[src/rtl/load_unit.sv]
// Load unit: accepts one load request, reads the containing word from data
// memory, then returns the selected byte/half/word, sign- or zero-extended.
// Misaligned or illegal requests and memory timeouts complete with rsp_err=1.
module load_unit #(
    parameter int unsigned TIMEOUT = 16
) (
    input  logic        clk,
    input  logic        rst_n,
    input  logic        req_valid,
    output logic        req_ready,
    input  logic [2:0]  func3,
    input  logic [31:0] addr,
    output logic        mem_req,
    output logic [31:0] mem_addr,
    input  logic        mem_gnt,
    input  logic        mem_rvalid,
    input  logic [31:0] mem_rdata,
    output logic        rsp_valid,
    output logic [31:0] rsp_data,
    output logic        rsp_err
);

    localparam int unsigned   CW       = (TIMEOUT > 1) ? $clog2(TIMEOUT) : 1;
    localparam logic [CW-1:0] CNT_LAST = CW'(TIMEOUT - 1);

    localparam logic [2:0] F3_LB  = 3'b000;
    localparam logic [2:0] F3_LH  = 3'b001;
    localparam logic [2:0] F3_LW  = 3'b010;
    localparam logic [2:0] F3_LBU = 3'b100;
    localparam logic [2:0] F3_LHU = 3'b101;

    typedef enum logic [1:0] {
        IDLE,
        REQ,
        WAIT,
        RESP
    } state_e;

    state_e        state_q, state_d;
    logic [2:0]    func3_q, func3_d;
    logic [31:0]   addr_q, addr_d;
    logic [CW-1:0] cnt_q, cnt_d;
    logic [31:0]   rsp_data_q, rsp_data_d;
    logic          rsp_err_q, rsp_err_d;

    logic          req_bad;
    logic [7:0]    byte_sel;
    logic [15:0]   half_sel;
    logic [31:0]   load_data;

    // Classify an incoming request as misaligned or carrying an illegal func3.
    always_comb begin
        req_bad = 1'b0;
        case (func3)
            F3_LB, F3_LBU: req_bad = 1'b0;
            F3_LH, F3_LHU: req_bad = addr[0];
            F3_LW:         req_bad = (addr[1:0] != 2'b00);
            default:       req_bad = 1'b1;
        endcase
    end

    // Select and extend the requested lane of the returned memory word.
    always_comb begin
        byte_sel  = mem_rdata[{addr_q[1:0], 3'b000} +: 8];
        half_sel  = addr_q[1] ? mem_rdata[31:16] : mem_rdata[15:0];
        load_data = mem_rdata;
        case (func3_q)
            F3_LB:   load_data = {{24{byte_sel[7]}}, byte_sel};
            F3_LBU:  load_data = {24'h0, byte_sel};
            F3_LH:   load_data = {{16{half_sel[15]}}, half_sel};
            F3_LHU:  load_data = {16'h0, half_sel};
            default: load_data = mem_rdata;
        endcase
    end

    // Next-state and response-register logic.
    always_comb begin
        state_d    = state_q;
        func3_d    = func3_q;
        addr_d     = addr_q;
        cnt_d      = cnt_q;
        rsp_data_d = rsp_data_q;
        rsp_err_d  = rsp_err_q;
        case (state_q)
            IDLE: begin
                if (req_valid) begin
                    func3_d = func3;
                    addr_d  = addr;
                    if (req_bad) begin
                        rsp_data_d = '0;
                        rsp_err_d  = 1'b1;
                        state_d    = RESP;
                    end else begin
                        state_d = REQ;
                    end
                end
            end
            REQ: begin
                if (mem_gnt) begin
                    cnt_d   = '0;
                    state_d = WAIT;
                end
            end
            WAIT: begin
                // Data arriving on the last allowed cycle still completes normally.
                if (mem_rvalid) begin
                    rsp_data_d = load_data;
                    rsp_err_d  = 1'b0;
                    state_d    = RESP;
                end else if (cnt_q == CNT_LAST) begin
                    rsp_data_d = '0;
                    rsp_err_d  = 1'b1;
                    state_d    = RESP;
                end else begin
                    cnt_d = cnt_q + CW'(1);
                end
            end
            RESP: begin
                state_d = IDLE;
            end
            default: begin
                state_d = IDLE;
            end
        endcase
    end

    // State and datapath registers with asynchronous active-low reset.
    always_ff @(posedge clk or negedge rst_n) begin
        if (!rst_n) begin
            state_q    <= IDLE;
            func3_q    <= '0;
            addr_q     <= '0;
            cnt_q      <= '0;
            rsp_data_q <= '0;
            rsp_err_q  <= 1'b0;
        end else begin
            state_q    <= state_d;
            func3_q    <= func3_d;
            addr_q     <= addr_d;
            cnt_q      <= cnt_d;
            rsp_data_q <= rsp_data_d;
            rsp_err_q  <= rsp_err_d;
        end
    end

    assign req_ready = (state_q == IDLE);
    assign mem_req   = (state_q == REQ);
    assign mem_addr  = {addr_q[31:2], 2'b00};
    assign rsp_valid = (state_q == RESP);
    assign rsp_data  = rsp_data_q;
    assign rsp_err   = rsp_err_q;

endmodule
[config.mk]
export PLATFORM = sky130hd
export DESIGN_NAME = load_unit
export DESIGN_NICKNAME = d
export VERILOG_FILES = /design/src/rtl/load_unit.sv
export SDC_FILE = /design/constraint.sdc
export NUM_CORES = 1
export LEC_CHECK = 0
export BUFFER_PORTS_ARGS = -buffer_cell sky130_fd_sc_hd__buf_4
export CORE_MARGIN = 3
export CORE_UTILIZATION = 30
export DETAILED_ROUTE_END_ITERATION = 7
export GPL_TIMING_DRIVEN = 0
export PLACE_DENSITY = 0.56
export SLEW_MARGIN = 20
export SYNTH_ARGS = -nofsm -noshare
export SYNTH_HDL_FRONTEND = slang
export SYNTH_SLANG_ARGS = --single-unit
[constraint.sdc]
create_clock -name clk -period 2.03 [get_ports clk]
set_clock_uncertainty 0.2 [all_clocks]
set_input_delay 0.203 -clock clk [delete_from_list [all_inputs] [get_ports clk]]
set_output_delay 0.203 -clock clk [all_outputs]
set_load 0.01 [all_outputs]
==> results <==
- The worst pin sits at a relative slew slack of 0.366.
- Setup violations remaining at the end of the flow were counted as 0.
- The horizontal die dimension is around 120 um.
- The flip-flop and latch count after synthesis is 74.
- Summed over all layers, the routed wires come to approximately 11000 um.
- The area fraction of the dominant cell type after synthesis is 0.472.
- The H-tree was split into 3 levels.
- The critical path goes through ha_1 > a31oi_2 > nand2_1 > o211ai_4 > buf_6 > mux2_2.
- The number of clock sinks seen by CTS is 74.
- Port buffering added roughly 140 buffers.
- The routability-driven placement congestion ratio is about 0.83.
- The count of nets left with antenna violations once routing finished came out at 0.
- After legalization and detailed placement, the total HPWL measured ~8000 um.
- The signed area change from the synthesized netlist to the final layout is 52.0%.
- The startpoint of the lowest-slack hold path is mem_rdata[20].
- The share of the cycle needed by the critical path after routing is 0.949.
- The critical path starts at cnt_q[0].
- The number of iterations in the first detailed-routing pass is 4.
- Data arrives at the worst endpoint at 1.94 ns.
- The number of cells traversed by the worst register-to-register path is 6.
- The max capacitance violation total is 0.
- The tightest min-delay check is of the in2reg type.
- The dominant synthesized flop cell is sky130_fd_sc_hd__dfrtp_1.
- The data required time at the worst endpoint is 2.04 ns.
- The leakage power figure is 2.90 nW.
- The most repeated cell in the gate-level netlist after synthesis is sky130_fd_sc_hd__dfrtp_1.
- In the routed design, unresolved DRC markers number 0.
- The number of pins exceeding their max-slew limit in the final report is 0.
- The cell taking the most area after synthesis is sky130_fd_sc_hd__dfrtp_1.
- By startpoint and endpoint, the worst setup path is classified as reg2reg.
- In the global route stage, overall resource usage came out at 0.156.
- The maximum fanout along the worst path is 6.
- Fill cells in the final layout number around 1200.
- The number of buffers inserted during clock tree synthesis is 9.
- TritonCTS built the clock tree.
- The final sum of negative setup slack is 0 ns.
- The first-iteration detailed-routing DRC count is ~180.
- During synthesis, Yosys emitted a total of 0 warnings.
- The worst setup path is launched from a flip-flop.
- Dividing the detail-routed wire length by the instance count gives between 15 and 20 um.
- The cell family contributing the most delay on the critical path is flip-flops.
- The power density over the cells is roughly 1500 nW/um2.
- For this block, the via count after detailed routing is ~3400.
- The critical path depth in cells is 6.
- The fraction of layout cells with a size suffix above 1 is 0.488.
- The peak supply drop is between 0.0006 and 0.0007 V.
- At the pin with the least slew margin, the transition time is 0.951 ns.
- The delay of the slowest cell on the worst path is 0.42 ns.
- The reg-to-reg startpoint is cnt_q[0].
- The final hold violation count is 0.
- The number of standard cells after synthesis is around 350.
- The number of global-route vias before repair is roughly 3500.
- The die covers ~14000 um2.
- The endpoint class of the critical path is a flip-flop.
- The number of antenna violations at the first check in global routing is 0.
- The synthesized netlist occupies a cell area of just under 4000 um2.
- The part of the Yosys area used for sequential elements is 0.472.
- The flow ran to the end, and the final reports show no timing, DRC or antenna violations.
- The first global-routing pass estimated roughly 18000 um of wire.
- Based on the critical path, the design can be clocked at up to just over 500 MHz.
- The later-pin clock latency in the skew report is 0.33 ns.
- Subtracting the final worst setup slack from the clock period gives 1.93 ns.
- Entering global routing, the biggest net connects 75 pins.
- The total I/O pin count is 140.
- The sum of buffers and inverters on the critical path is 1.
- The number of nets at the end of the flow is a little over 600.
- The minimum setup slack after placement is -0.247 ns.
- The number of cells after detailed placement is around 660.
- The finished layout holds between 700 and 800 standard cells, fillers aside.
- Along the worst hold path, the cell count comes to 4.
- Yosys attributes the largest share of cell area to sky130_fd_sc_hd__dfrtp_1 47%, sky130_fd_sc_hd__mux2_2 14%, sky130_fd_sc_hd__buf_4 6.3%.
- Measured along the y axis, the die boundary spans 120 um.
- Setup slack on the critical path of the routed design comes to 0.103 ns.
- Counting instances in the post-synthesis netlist gives the leading cell types as 74 x sky130_fd_sc_hd__dfrtp_1, 48 x sky130_fd_sc_hd__mux2_2, 40 x sky130_fd_sc_hd__nand2_1.
- Setup repair after global routing left no endpoint under its margin.
- On the critical path, the stage with the largest delay is an instance of sky130_fd_sc_hd__dfrtp_1.
- In the synthesized netlist the async set-or-reset flop fraction comes to 1.00.
- The final global-route overflow total is 0.
- The area of the core is about 13000 um2.
- The clock passes through at most 2 buffers.
- In the routed layout, each cell is associated on average with a via count of ~4.7.
- The number of synthesized flops with an enable pin is 0.
- The clock slew at the register clock pins of the worst setup and hold paths is 0.06 ns.
- The number of different library cells in the post-synthesis netlist is 49.
- For this configuration, the core starts out at a cell density of 0.309.
- The average instance in the mapped netlist occupies 11.2 um2.
- The number of placement rows is 41.
- The repair_antennas step left the layout with diodes totalling 0.
- The tree is rooted in a sky130_fd_sc_hd__clkbuf_16.
## cell type report
cell class	instances	area (um2)	area share
plain buffers	52	369	0.0618
clock buffers	10	239	0.0400
clock inverters	5	53.8	0.00901
inverters	13	48.8	0.00818
multi-input cells	213	1740	0.292
flip-flops and latches	74	1850	0.310
well taps	172	215	0.0361
repair buffers	180	1450	0.243
## worst paths after layout
check	slack [ns]	end
worst max-delay path	0.10	rsp_data[6]
worst min-delay path	0.01	rsp_data[20]
worst max register to register	0.10	rsp_data[6]
worst min register to register	0.29	rsp_data[9]
max in group asynchronous	0.60	addr_q[0]
min in group asynchronous	0.38	rsp_data[29]
## cells by family after synthesis
kind of cell / share of synthesized area
flip-flops: 0.472
buffers and inverters: 0.101
AO/OA/AOI/OAI: 0.176
AND/OR/NAND/NOR: 0.0736
multiplexers: 0.157
other: 0.000955
adder cells (fa/ha/maj): 0.0191
## per-stage QoR
stage	hold WS [ns]	cell area, um2	util	total power [mW]
5_1_grt	0.0356	5970	0.469	9.34
3_5_place_dp	0.223	5170	0.407	6.91
4_1_cts	0.00354	5900	0.464	8.68
6_report	0.0144	5970	0.469	8.71
2_1_floorplan	-0.293	3930	-	5.27
3_3_place_gp	0.214	5170	0.407	6.82
## worst min-delay path, stage by stage
cell and delay (ns):
sky130_fd_sc_hd__buf_4 0.09, sky130_fd_sc_hd__nand2_1 0.04, sky130_fd_sc_hd__nand2_1 0.06, sky130_fd_sc_hd__a22o_1 0.11
## timing repair
action | in CTS | in global routing
pin swaps | 0 | 2
setup buffers | 1 | 3
gates resized for setup | 9 | 10
hold buffers | 39 | 0
endpoints found under the hold margin | 112 | 0
endpoints found under the setup margin | 60 | 48
## placed cells by master (no fill, tap or decap), drive strengths merged, types with 3 or more instances in the layout
master and n:
a21oi 8, ha 6, nor2 4, o211ai 3
mux2 50, nor2b 3, o22ai 8, buf 189
nand2b 10, nand3 3, o221ai 3, clkbuf 14
inv 13, a31oi 3, a211oi 4, dlygate4sd3 39
o21ai 12, a22o 22, nand2 40, mux2i 5
a32o 6, clkinv 4, dfrtp 74
## where the power goes
group          switching [mW]  total, mW  internal [mW]  leakage, nW
Sequential              0.386       2.47           2.08        0.936
Clock                   0.611       1.59          0.976        0.148
Combinational            2.17       4.66           2.49         1.82
Total                    3.16       8.71           5.55         2.90
## routing by layer
layer	track usage	wire [um]	vias to the layer above
met5	0	0	-
met4	0.0425	150	0
met3	0.0557	887	13
met2	0.255	5360	112
met1	0.197	4780	1616
li1	-	-	1623
## sequential cells by signal, indices dropped and copies added, names as in the netlist
register / cells
cnt_q: 4
rsp_data: 32
func3_q: 3
rsp_err: 1
state_q: 2
addr_q: 32
Note: power is estimated with default switching activity, not from simulation.
